## config.mk

```make
export PLATFORM = sky130hd
export DESIGN_NAME = huffman_table_loader_flat
export DESIGN_NICKNAME = d
export VERILOG_FILES = /design/src/rtl/huffman_table_loader_pkg.sv /design/src/rtl/huffman_table_loader_if.sv /design/src/rtl/huffman_table_loader.sv /design/src/flat_wrapper.sv
export SDC_FILE = /design/constraint.sdc
export NUM_CORES = 1
export LEC_CHECK = 0
export CORE_MARGIN = 10
export CORE_UTILIZATION = 23
export CTS_CLUSTER_SIZE = 14
export DETAILED_ROUTE_END_ITERATION = 10
export SYNTH_ARGS = -nofsm -noshare
export SYNTH_HDL_FRONTEND = slang
export SYNTH_SLANG_ARGS = --single-unit
```

## constraint.sdc

```tcl
create_clock -name clk -period 8.3 [get_ports clk]
set_input_delay 1.66 -clock clk [delete_from_list [all_inputs] [get_ports clk]]
set_output_delay 1.66 -clock clk [all_outputs]
set_load 0.03 [all_outputs]
```

## src/rtl/huffman_table_loader_pkg.sv

```systemverilog
// Shared definitions for the canonical Huffman table loader: log2 helper and FSM state encoding.
package huffman_table_loader_pkg;

    localparam int unsigned DEF_WIDTH_OUT       = 8;
    localparam int unsigned DEF_MAX_CODE_LENGTH = 9;

    // Ceiling log2; used to size code-length fields.
    function automatic int unsigned clog2(input int unsigned v);
        int unsigned r = 0;
        for (int unsigned p = 1; p < v; p = p << 1) r++;
        return r;
    endfunction

    typedef enum logic [2:0] {
        IDLE  = 3'd0,
        LOAD  = 3'd1,
        WRITE = 3'd2,
        DONE  = 3'd3,
        ERROR = 3'd4
    } state_e;

endpackage

```

## src/rtl/huffman_table_loader_if.sv

```systemverilog
// Entry stream in, decoder table-write port out.
interface huffman_table_loader_if
    import huffman_table_loader_pkg::*;
#(
    parameter int unsigned WIDTH_OUT            = DEF_WIDTH_OUT,
    parameter int unsigned MAX_CODE_LENGTH      = DEF_MAX_CODE_LENGTH,
    parameter int unsigned LOG2_MAX_CODE_LENGTH = clog2(MAX_CODE_LENGTH)
);
    logic                            in_valid;
    logic                            in_ready;
    logic [WIDTH_OUT-1:0]            in_symbol;
    logic [LOG2_MAX_CODE_LENGTH-1:0] in_length;
    logic                            in_last;

    logic                            table_push;
    logic [MAX_CODE_LENGTH-1:0]      table_addr;
    logic [LOG2_MAX_CODE_LENGTH-1:0] table_code_width;
    logic [WIDTH_OUT-1:0]            table_data;

    // Upstream entry source and table consumer side.
    modport master (
        output in_valid, in_symbol, in_length, in_last,
        input  in_ready, table_push, table_addr, table_code_width, table_data
    );

    // Loader side.
    modport slave (
        input  in_valid, in_symbol, in_length, in_last,
        output in_ready, table_push, table_addr, table_code_width, table_data
    );
endinterface

```

## src/rtl/huffman_table_loader.sv

```systemverilog
// Assigns canonical Huffman codes to a sorted (symbol, length) stream and writes
// every replicated lookup-table entry, one write per cycle.
module huffman_table_loader
    import huffman_table_loader_pkg::*;
#(
    parameter int unsigned WIDTH_OUT            = DEF_WIDTH_OUT,
    parameter int unsigned MAX_CODE_LENGTH      = DEF_MAX_CODE_LENGTH,
    parameter int unsigned LOG2_MAX_CODE_LENGTH = clog2(MAX_CODE_LENGTH)
) (
    input  logic                    clk,
    input  logic                    rst,
    input  logic                    start,
    huffman_table_loader_if.slave   bus,
    output logic                    busy,
    output logic                    done,
    output logic                    error,
    output logic                    incomplete
);
    localparam int unsigned AW = MAX_CODE_LENGTH;
    localparam int unsigned CW = MAX_CODE_LENGTH + 1;
    localparam int unsigned LW = LOG2_MAX_CODE_LENGTH;
    localparam int unsigned DW = WIDTH_OUT;

    state_e         state_q, state_d;
    logic [CW-1:0]  code_q, code_d;
    logic [CW-1:0]  nc_q, nc_d;
    logic [LW-1:0]  prev_len_q, prev_len_d;
    logic           last_q, last_d;
    logic [AW-1:0]  base_q, base_d;
    logic [AW-1:0]  cnt_q, cnt_d;
    logic [AW-1:0]  rep_max_q, rep_max_d;

    logic           in_ready_q, in_ready_d;
    logic           table_push_q, table_push_d;
    logic [AW-1:0]  table_addr_q, table_addr_d;
    logic [LW-1:0]  table_code_width_q, table_code_width_d;
    logic [DW-1:0]  table_data_q, table_data_d;
    logic           busy_q, busy_d;
    logic           done_q, done_d;
    logic           error_q, error_d;
    logic           incomplete_q, incomplete_d;

    // Canonical-code arithmetic for the entry currently offered.
    logic [LW-1:0]  shift_c;
    logic [LW-1:0]  rem_c;
    logic [CW-1:0]  nc_c;
    logic [CW-1:0]  limit_c;
    logic           len_bad_c;
    logic           accept_c;

    always_comb begin
        shift_c   = bus.in_length - prev_len_q;
        rem_c     = LW'(MAX_CODE_LENGTH) - bus.in_length;
        nc_c      = code_q << shift_c;
        limit_c   = CW'(1) << bus.in_length;
        len_bad_c = (bus.in_length == '0)
                 || (32'(bus.in_length) > MAX_CODE_LENGTH)
                 || (bus.in_length < prev_len_q);
        accept_c  = bus.in_valid && in_ready_q;
    end

    always_comb begin
        state_d            = state_q;
        code_d             = code_q;
        nc_d               = nc_q;
        prev_len_d         = prev_len_q;
        last_d             = last_q;
        base_d             = base_q;
        cnt_d              = cnt_q;
        rep_max_d          = rep_max_q;
        table_push_d       = 1'b0;
        table_addr_d       = table_addr_q;
        table_code_width_d = table_code_width_q;
        table_data_d       = table_data_q;
        done_d             = done_q;
        error_d            = error_q;
        incomplete_d       = incomplete_q;

        unique case (state_q)
            IDLE, DONE, ERROR: begin
                if (start) begin
                    state_d      = LOAD;
                    code_d       = '0;
                    prev_len_d   = '0;
                    done_d       = 1'b0;
                    error_d      = 1'b0;
                    incomplete_d = 1'b0;
                end
            end
            LOAD: begin
                if (accept_c) begin
                    if (len_bad_c || (nc_c >= limit_c)) begin
                        state_d = ERROR;
                        error_d = 1'b1;
                    end else begin
                        // First replica is presented the cycle right after the accept.
                        state_d            = WRITE;
                        nc_d               = nc_c;
                        base_d             = AW'(nc_c << rem_c);
                        rep_max_d          = AW'((CW'(1) << rem_c) - CW'(1));
                        cnt_d              = '0;
                        last_d             = bus.in_last;
                        table_push_d       = 1'b1;
                        table_addr_d       = AW'(nc_c << rem_c);
                        table_code_width_d = bus.in_length;
                        table_data_d       = bus.in_symbol;
                    end
                end
            end
            WRITE: begin
                if (cnt_q == rep_max_q) begin
                    code_d     = nc_q + CW'(1);
                    prev_len_d = table_code_width_q;
                    if (last_q) begin
                        state_d      = DONE;
                        done_d       = 1'b1;
                        incomplete_d = (nc_q + CW'(1)) != (CW'(1) << table_code_width_q);
                    end else begin
                        state_d = LOAD;
                    end
                end else begin
                    cnt_d        = cnt_q + AW'(1);
                    table_push_d = 1'b1;
                    table_addr_d = base_q | (cnt_q + AW'(1));
                end
            end
            default: state_d = IDLE;
        endcase

        in_ready_d = (state_d == LOAD);
        busy_d     = (state_d == LOAD) || (state_d == WRITE);
    end

    always_ff @(posedge clk) begin
        if (rst) begin
            state_q            <= IDLE;
            code_q             <= '0;
            nc_q               <= '0;
            prev_len_q         <= '0;
            last_q             <= 1'b0;
            base_q             <= '0;
            cnt_q              <= '0;
            rep_max_q          <= '0;
            in_ready_q         <= 1'b0;
            table_push_q       <= 1'b0;
            table_addr_q       <= '0;
            table_code_width_q <= '0;
            table_data_q       <= '0;
            busy_q             <= 1'b0;
            done_q             <= 1'b0;
            error_q            <= 1'b0;
            incomplete_q       <= 1'b0;
        end else begin
            state_q            <= state_d;
            code_q             <= code_d;
            nc_q               <= nc_d;
            prev_len_q         <= prev_len_d;
            last_q             <= last_d;
            base_q             <= base_d;
            cnt_q              <= cnt_d;
            rep_max_q          <= rep_max_d;
            in_ready_q         <= in_ready_d;
            table_push_q       <= table_push_d;
            table_addr_q       <= table_addr_d;
            table_code_width_q <= table_code_width_d;
            table_data_q       <= table_data_d;
            busy_q             <= busy_d;
            done_q             <= done_d;
            error_q            <= error_d;
            incomplete_q       <= incomplete_d;
        end
    end

    assign bus.in_ready         = in_ready_q;
    assign bus.table_push       = table_push_q;
    assign bus.table_addr       = table_addr_q;
    assign bus.table_code_width = table_code_width_q;
    assign bus.table_data       = table_data_q;
    assign busy                 = busy_q;
    assign done                 = done_q;
    assign error                = error_q;
    assign incomplete           = incomplete_q;

endmodule

```

## src/flat_wrapper.sv

```systemverilog
// flat-port wrapper written by rule: the top's interface ports become plain ports
module huffman_table_loader_flat import huffman_table_loader_pkg::*;
#(
    parameter int unsigned WIDTH_OUT            = DEF_WIDTH_OUT,
    parameter int unsigned MAX_CODE_LENGTH      = DEF_MAX_CODE_LENGTH,
    parameter int unsigned LOG2_MAX_CODE_LENGTH = clog2(MAX_CODE_LENGTH)
)
  (clk, rst, start, busy, done, error, incomplete, bus_in_valid, bus_in_symbol, bus_in_length, bus_in_last, bus_in_ready, bus_table_push, bus_table_addr, bus_table_code_width, bus_table_data);
  huffman_table_loader_if #(.WIDTH_OUT(WIDTH_OUT), .MAX_CODE_LENGTH(MAX_CODE_LENGTH), .LOG2_MAX_CODE_LENGTH(LOG2_MAX_CODE_LENGTH)) bus_i ();
  input  logic clk;
  input  logic rst;
  input  logic start;
  output logic busy;
  output logic done;
  output logic error;
  output logic incomplete;
  input wire logic [$bits(bus_i.in_valid)-1:0] bus_in_valid;
  input wire logic [$bits(bus_i.in_symbol)-1:0] bus_in_symbol;
  input wire logic [$bits(bus_i.in_length)-1:0] bus_in_length;
  input wire logic [$bits(bus_i.in_last)-1:0] bus_in_last;
  output wire logic [$bits(bus_i.in_ready)-1:0] bus_in_ready;
  output wire logic [$bits(bus_i.table_push)-1:0] bus_table_push;
  output wire logic [$bits(bus_i.table_addr)-1:0] bus_table_addr;
  output wire logic [$bits(bus_i.table_code_width)-1:0] bus_table_code_width;
  output wire logic [$bits(bus_i.table_data)-1:0] bus_table_data;
  assign bus_i.in_valid = bus_in_valid;
  assign bus_i.in_symbol = bus_in_symbol;
  assign bus_i.in_length = bus_in_length;
  assign bus_i.in_last = bus_in_last;
  assign bus_in_ready = bus_i.in_ready;
  assign bus_table_push = bus_i.table_push;
  assign bus_table_addr = bus_i.table_addr;
  assign bus_table_code_width = bus_i.table_code_width;
  assign bus_table_data = bus_i.table_data;
  huffman_table_loader #(.WIDTH_OUT(WIDTH_OUT), .MAX_CODE_LENGTH(MAX_CODE_LENGTH), .LOG2_MAX_CODE_LENGTH(LOG2_MAX_CODE_LENGTH)) u_core (.clk(clk), .rst(rst), .start(start), .bus(bus_i), .busy(busy), .done(done), .error(error), .incomplete(incomplete));
endmodule
```

# Yosys cells after proc, flatten, opt, wreduce, memory -nomap -nowiden
# Cells that the tools add are included.
[totals]
register_bits = 82
[op_classes]
addsub = 5
n_lt_le_gt_ge = 3
eq_ne = 15
shifts = 5
muxes = 34
n_bitwise = 2
n_reduce_logical = 16
[ops]
columns = ["cell", "n"]
rows = [
  ["$mux W9", 6],
  ["$pmux W9 S2", 2],
  ["$mux W10", 2],
  ["$pmux W10 S2", 1],
  ["$shl A1 B4 Y10 const A", 2],
  ["$mux W3", 4],
  ["$reduce_and A4 Y1", 3],
  ["$add A10 B1 Y10 const B", 1],
  ["$ge A10 B10 Y1", 1],
  ["$mux W1", 10],
  ["$ne A10 B10 Y1", 1],
  ["$shl A10 B4 Y10", 1],
  ["$shl A10 B4 Y9", 1],
  ["$add A9 B1 Y9 const B", 1],
  ["$eq A3 B2 Y1 const B", 3],
  ["$eq A9 B9 Y1", 1],
  ["$or A9 B9 Y9", 1],
  ["$pmux W3 S3", 1],
  ["$shl A1 B4 Y9 const A", 1],
  ["$sub A9 B2 Y9 const B", 1],
  ["$mux W4", 2],
  ["$ne A2 B1 Y1 const B", 4],
  ["$pmux W1 S2", 4],
  ["$pmux W4 S2", 1],
  ["16 further kinds", 25],
]

# Longest topological paths before layout
[depth]
depth_word = 9
depth_mapped = 22

# Worst setup path before layout
# No wires, ideal clock.
[synth_timing]
path_kind = "in2reg"
start = "in bus_in_length[0]"
end = "reg u_core.cnt_q[6]"
setup_ps = 116
arrival_ps = 5919
required_ps = 8184
setup_slack_ps = 2265
path_stages = 20
cell_sequence = "clkbuf_1 -> inv_2 -> ha_1 -> inv_1 -> fa_1 -> buf_2 -> buf_2 -> mux4_2 -> mux2i_1 -> nor2_1 -> ha_1 -> a21o_1 -> a21oi_1 -> o221ai_1 -> or4_4 -> buf_6 -> and4_4 -> buf_6 -> o311a_1 -> a41o_1"
[synth_between]
elab_chain_cells = 6
word_cells_on_any_way = 12
cone_classes = "add/sub: 1; order compare: 3; eq/ne: 1; shift: 2; reduce/logical: 5"
[synth_lines]
columns = ["item", "line", "text"]
rows = [
  ["start, declared", "flat_wrapper.sv:19", "input wire logic [$bits(bus_i.in_length)-1:0] bus_in_length;"],
  ["$sub A4 B4 Y4", "huffman_table_loader.sv:52", "shift_c = bus.in_length - prev_len_q;"],
  ["$shl A10 B4 Y10", "huffman_table_loader.sv:54", "nc_c = code_q << shift_c;"],
  ["net u_core.nc_c[7]", "huffman_table_loader.sv:46", "logic [CW-1:0] nc_c;"],
  ["$ge A10 B10 Y1", "huffman_table_loader.sv:92", "if (len_bad_c || (nc_c >= limit_c)) begin"],
  ["$logic_or A1 B1 Y1", "huffman_table_loader.sv:92", ""],
  ["$ne A2 B2 Y1 (no source line)", "-", ""],
  ["$reduce_and A4 Y1 (no source line)", "-", ""],
  ["end signal, assigned", "huffman_table_loader.sv:160", "cnt_q <= cnt_d;"],
  ["end, declared", "huffman_table_loader.sv:30", "logic [AW-1:0] cnt_q, cnt_d;"],
]
# The timed path passes the listed nets, and every way through them passes these cells.
# A chain may end at the register's enable or synchronous reset.

# Final worst setup path
[layout_timing]
start = "in bus_in_length[0]"
end = "reg u_core.table_code_width_q[3] (netlist: u_core.bus.table_code_width[3])"
[layout_between]
elab_chain_cells = 6
word_cells_on_any_way = 12
cone_classes = "add/sub: 1; order compare: 3; shift: 2; bitwise: 1; reduce/logical: 5"
[layout_lines]
columns = ["item", "line", "text"]
rows = [
  ["$sub A4 B4 Y4", "huffman_table_loader.sv:52", ""],
  ["$shl A10 B4 Y10", "huffman_table_loader.sv:54", ""],
  ["net u_core.nc_c[7]", "huffman_table_loader.sv:46", ""],
  ["$ge A10 B10 Y1", "huffman_table_loader.sv:92", ""],
  ["$logic_or A1 B1 Y1", "huffman_table_loader.sv:92", ""],
  ["$not A1 Y1 (no source line)", "-", ""],
  ["$reduce_and A3 Y1 (no source line)", "-", ""],
  ["end signal, assigned", "huffman_table_loader.sv:165", "table_code_width_q <= table_code_width_d;"],
  ["end, declared", "huffman_table_loader.sv:36", "logic [LW-1:0] table_code_width_q, table_code_width_d;"],
]
# The timed path passes the listed nets, and every way through them passes these cells.

==> flow_metrics.env <==
export IMPL_nets=702
export IMPL_synth_top_area_share=0.3168
export IMPL_io_pins=44
export IMPL_path_max_fanout=43
export IMPL_grt_pass1_wl_um=24760
export IMPL_yosys_area_top_type="dfxtp_1"
export IMPL_grt_antenna_before_repair=0
export IMPL_dieHeight_um=170.1
export IMPL_grt_max_degree=77
export IMPL_setup_tns_ns=0
export IMPL_grt_ovfl_total=0
export IMPL_hold_path_class="reg2reg"
export IMPL_final_cells=952
export IMPL_setup_viol=0
export IMPL_holdPathStages=2
export IMPL_row_count=54
export IMPL_power_mw=0.9048
export IMPL_post_route_cells_drive_above_1_share=0.06696
export IMPL_cp_required_ns=8.50
export IMPL_final_util=0.2787
export IMPL_cp_start_kind="input port"
export IMPL_seq_area_frac_synth=0.3168
export IMPL_n_fill_cell=2411
export IMPL_wl_per_cell_um=16.19
export IMPL_cts_resized=0
export IMPL_syn_area_um2=5181
export IMPL_finalMaxSlewViolations=0
export IMPL_synth_fp_nets=684
export IMPL_cts_tree="done"
export IMPL_synth_async_reset_ratio=0
export IMPL_die_area_um2=28930
export IMPL_area_growth_pct=18.50
export IMPL_grt_usage=0.1057
export IMPL_clock_sink_count=82
export IMPL_dpl_hpwl_um=11130
export IMPL_first_iter_violations=285
export IMPL_n_antenna_cell=0
export IMPL_dp_cells=936
export IMPL_p_leak_nw=2.141
export IMPL_tightest_slew_ns=1.166
export IMPL_yosys_warnings=0
export IMPL_crit_arrival_ns=6.83
export IMPL_fmax_ghz=0.1508
export IMPL_post_route_drc_count=0
export IMPL_synth_seq_cells=82
export IMPL_clk_path_buf_depth=2
export IMPL_place_gp_congestion=0.8827
export IMPL_irDropWorstVdd_uv=81.18
export IMPL_cts_htree_levels=3
export IMPL_cts_setup_buffers=0
export IMPL_final_hold_viol_count=0
export IMPL_routed_wl_um=15420
export IMPL_critPathKind="in2reg"
export IMPL_synth_edf_count=0
export IMPL_avgSynthCellArea_um2=7.983
export IMPL_cap_viol_max_count=0
export IMPL_clock_skew_ns=0.005848
export IMPL_io_buffers=43
export IMPL_start_util=0.2352
export IMPL_status="complete, no violations"
export IMPL_first_global_vias=4443
export IMPL_r2r_cells=15
export IMPL_critPathCaptureType="flop"
export IMPL_powerDensity_nw_per_um2=147.4
export IMPL_core_um2=22030
export IMPL_post_route_period_util=0.7987
export IMPL_synth_main_ff_cell="dfxtp_1"
export IMPL_cts_made_buffers=9
export IMPL_ctsHoldBuffers=0
export IMPL_yosysUniqueCellTypes=73
export IMPL_worstSkewPairLatency_ns=0.34
export IMPL_slew_headroom=0.2190
export IMPL_synthCells=649
export IMPL_period_minus_slack_ns=6.629
export IMPL_ant_nets=0
export IMPL_rsz0062_at_grt="no"
export IMPL_clk_pin_slew_ns=0.06
export IMPL_synth_area_leaders="dfxtp_1 (32%), a21oi_1 (5.7%), nand2_1 (5.1%)"
export IMPL_via_per_inst=5.041
export IMPL_die_w_um=170.1
export IMPL_firstDrtPassIters=5
export IMPL_vias=4799
export IMPL_cts_root_buf="clkbuf_16"
-- area by class of cell --
type,count,area (µm²),area share
sequential,82,1642,0.2674
clock buffer,11,252.7,0.04117
timing repair buffer,51,498.0,0.08111
inverter,21,78.83,0.01284
tap,280,350.3,0.05706
clock inverter,5,52.55,0.008559
multi-input combinational,502,3266,0.5319
-- critical path, cell delays in order --
cell and delay [ns]:
clkdlybuf4s50_1 0.40, buf_4 0.20, inv_2 0.16, ha_1 0.19, inv_1 0.05, fa_1 0.92, mux4_2 0.63, mux2i_1 0.24
nor2_1 0.12, ha_1 0.33, a21o_1 0.16, a21oi_1 0.14, o221ai_1 0.17, or4_4 0.49, a31oi_4 0.37, buf_12 0.30
mux2i_1 0.24, nor2_1 0.05
-- cell families after synthesis --
family	synth area share
DFF	0.3168
and+or+nand+nor	0.2369
adders and majority gates	0.04492
buffers and inverters	0.05337
muxes	0.08283
AOI/OAI and AO/OA	0.2113
xor gates and xnor gates	0.05385
-- per-stage QoR --
stage / area [µm²] / hold WS, ns / setup WS, ns
after CTS: 6140 / 0.4511 / 1.674
final: 6140 / 0.4525 / 1.671
after global placement: 5834 / 0.4404 / 1.466
after detailed placement: 5834 / 0.4431 / 1.331
after global routing: 6140 / 0.4731 / 1.354
after floorplan: 5181 / 0.4287 / 2.265
-- flip-flops by register name, summed over array words and instances (netlist names) --
signal / flops
u_core.rep_max_q: 9
u_core.done: 1
u_core.bus.table_code_width: 4
u_core.busy: 1
u_core.error: 1
u_core.bus.table_data: 8
u_core.base_q: 9
u_core.state_q: 3
u_core.cnt_q: 9
u_core.nc_q: 10
u_core.bus.table_addr: 9
u_core.code_q: 10
u_core.incomplete: 1
u_core.prev_len_q: 4
u_core.last_q: 1
u_core.bus.table_push: 1
u_core.bus.in_ready: 1
-- cells in the mapped netlist (all sizes together) (6+ instances only) --
cell type and instances:
o211ai 7, nor2 69, clkbuf 30, o21ai 24, o31ai 7, a211oi 17
nand2 71, buf 14, a21o 7, nor3 19, ha 17, mux2i 27
dfxtp 82, and3 9, xor2 16, a21oi 60, inv 20, nor2b 6
nand3 25, xnor2 15, a311oi 6, or3 7, nand4 14
-- layer usage --
layer / wire [µm] / global-route usage / vias up
met5: 0 / 0 / -
met4: 253 / 0.03242 / 0
met3: 683 / 0.02522 / 18
met2: 7103 / 0.1636 / 108
met1: 7375 / 0.1420 / 2270
li1: - / - / 2403
-- report_power, final --
part,internal (mW),total [mW],switching (mW)
clock network,0.248,0.408,0.160
logic,0.0321,0.0985,0.0663
registers,0.396,0.399,0.00251
total,0.676,0.905,0.229
-- cell usage in the layout, fill, tap and decap left out, types with 9 or more instances in the layout --
cell type | synthesis | layout
nor2_1 | 68 | 68
clkbuf_16 | 0 | 9
inv_1 | 19 | 19
and3_1 | 9 | 9
nor3_1 | 19 | 19
dfxtp_1 | 82 | 82
o21ai_0 | 22 | 22
clkdlybuf4s50_1 | 0 | 42
xnor2_1 | 14 | 14
nand3_1 | 25 | 25
nand2_1 | 71 | 71
ha_1 | 17 | 17
nand4_1 | 14 | 14
xor2_1 | 16 | 16
mux2i_1 | 26 | 26
a21oi_1 | 59 | 59
a211oi_1 | 17 | 17
-- final timing paths --
kind | start | end | slack [ns]
min reg2reg | u_core.base_q[0] | u_core.base_q[0] | 0.45
max | bus_in_length[0] | u_core.bus.table_code_width[3] | 1.67
max reg2reg | u_core.prev_len_q[0] | u_core.bus.table_code_width[3] | 3.41
min | u_core.base_q[0] | u_core.base_q[0] | 0.45
(Power assumes the default switching activity.)
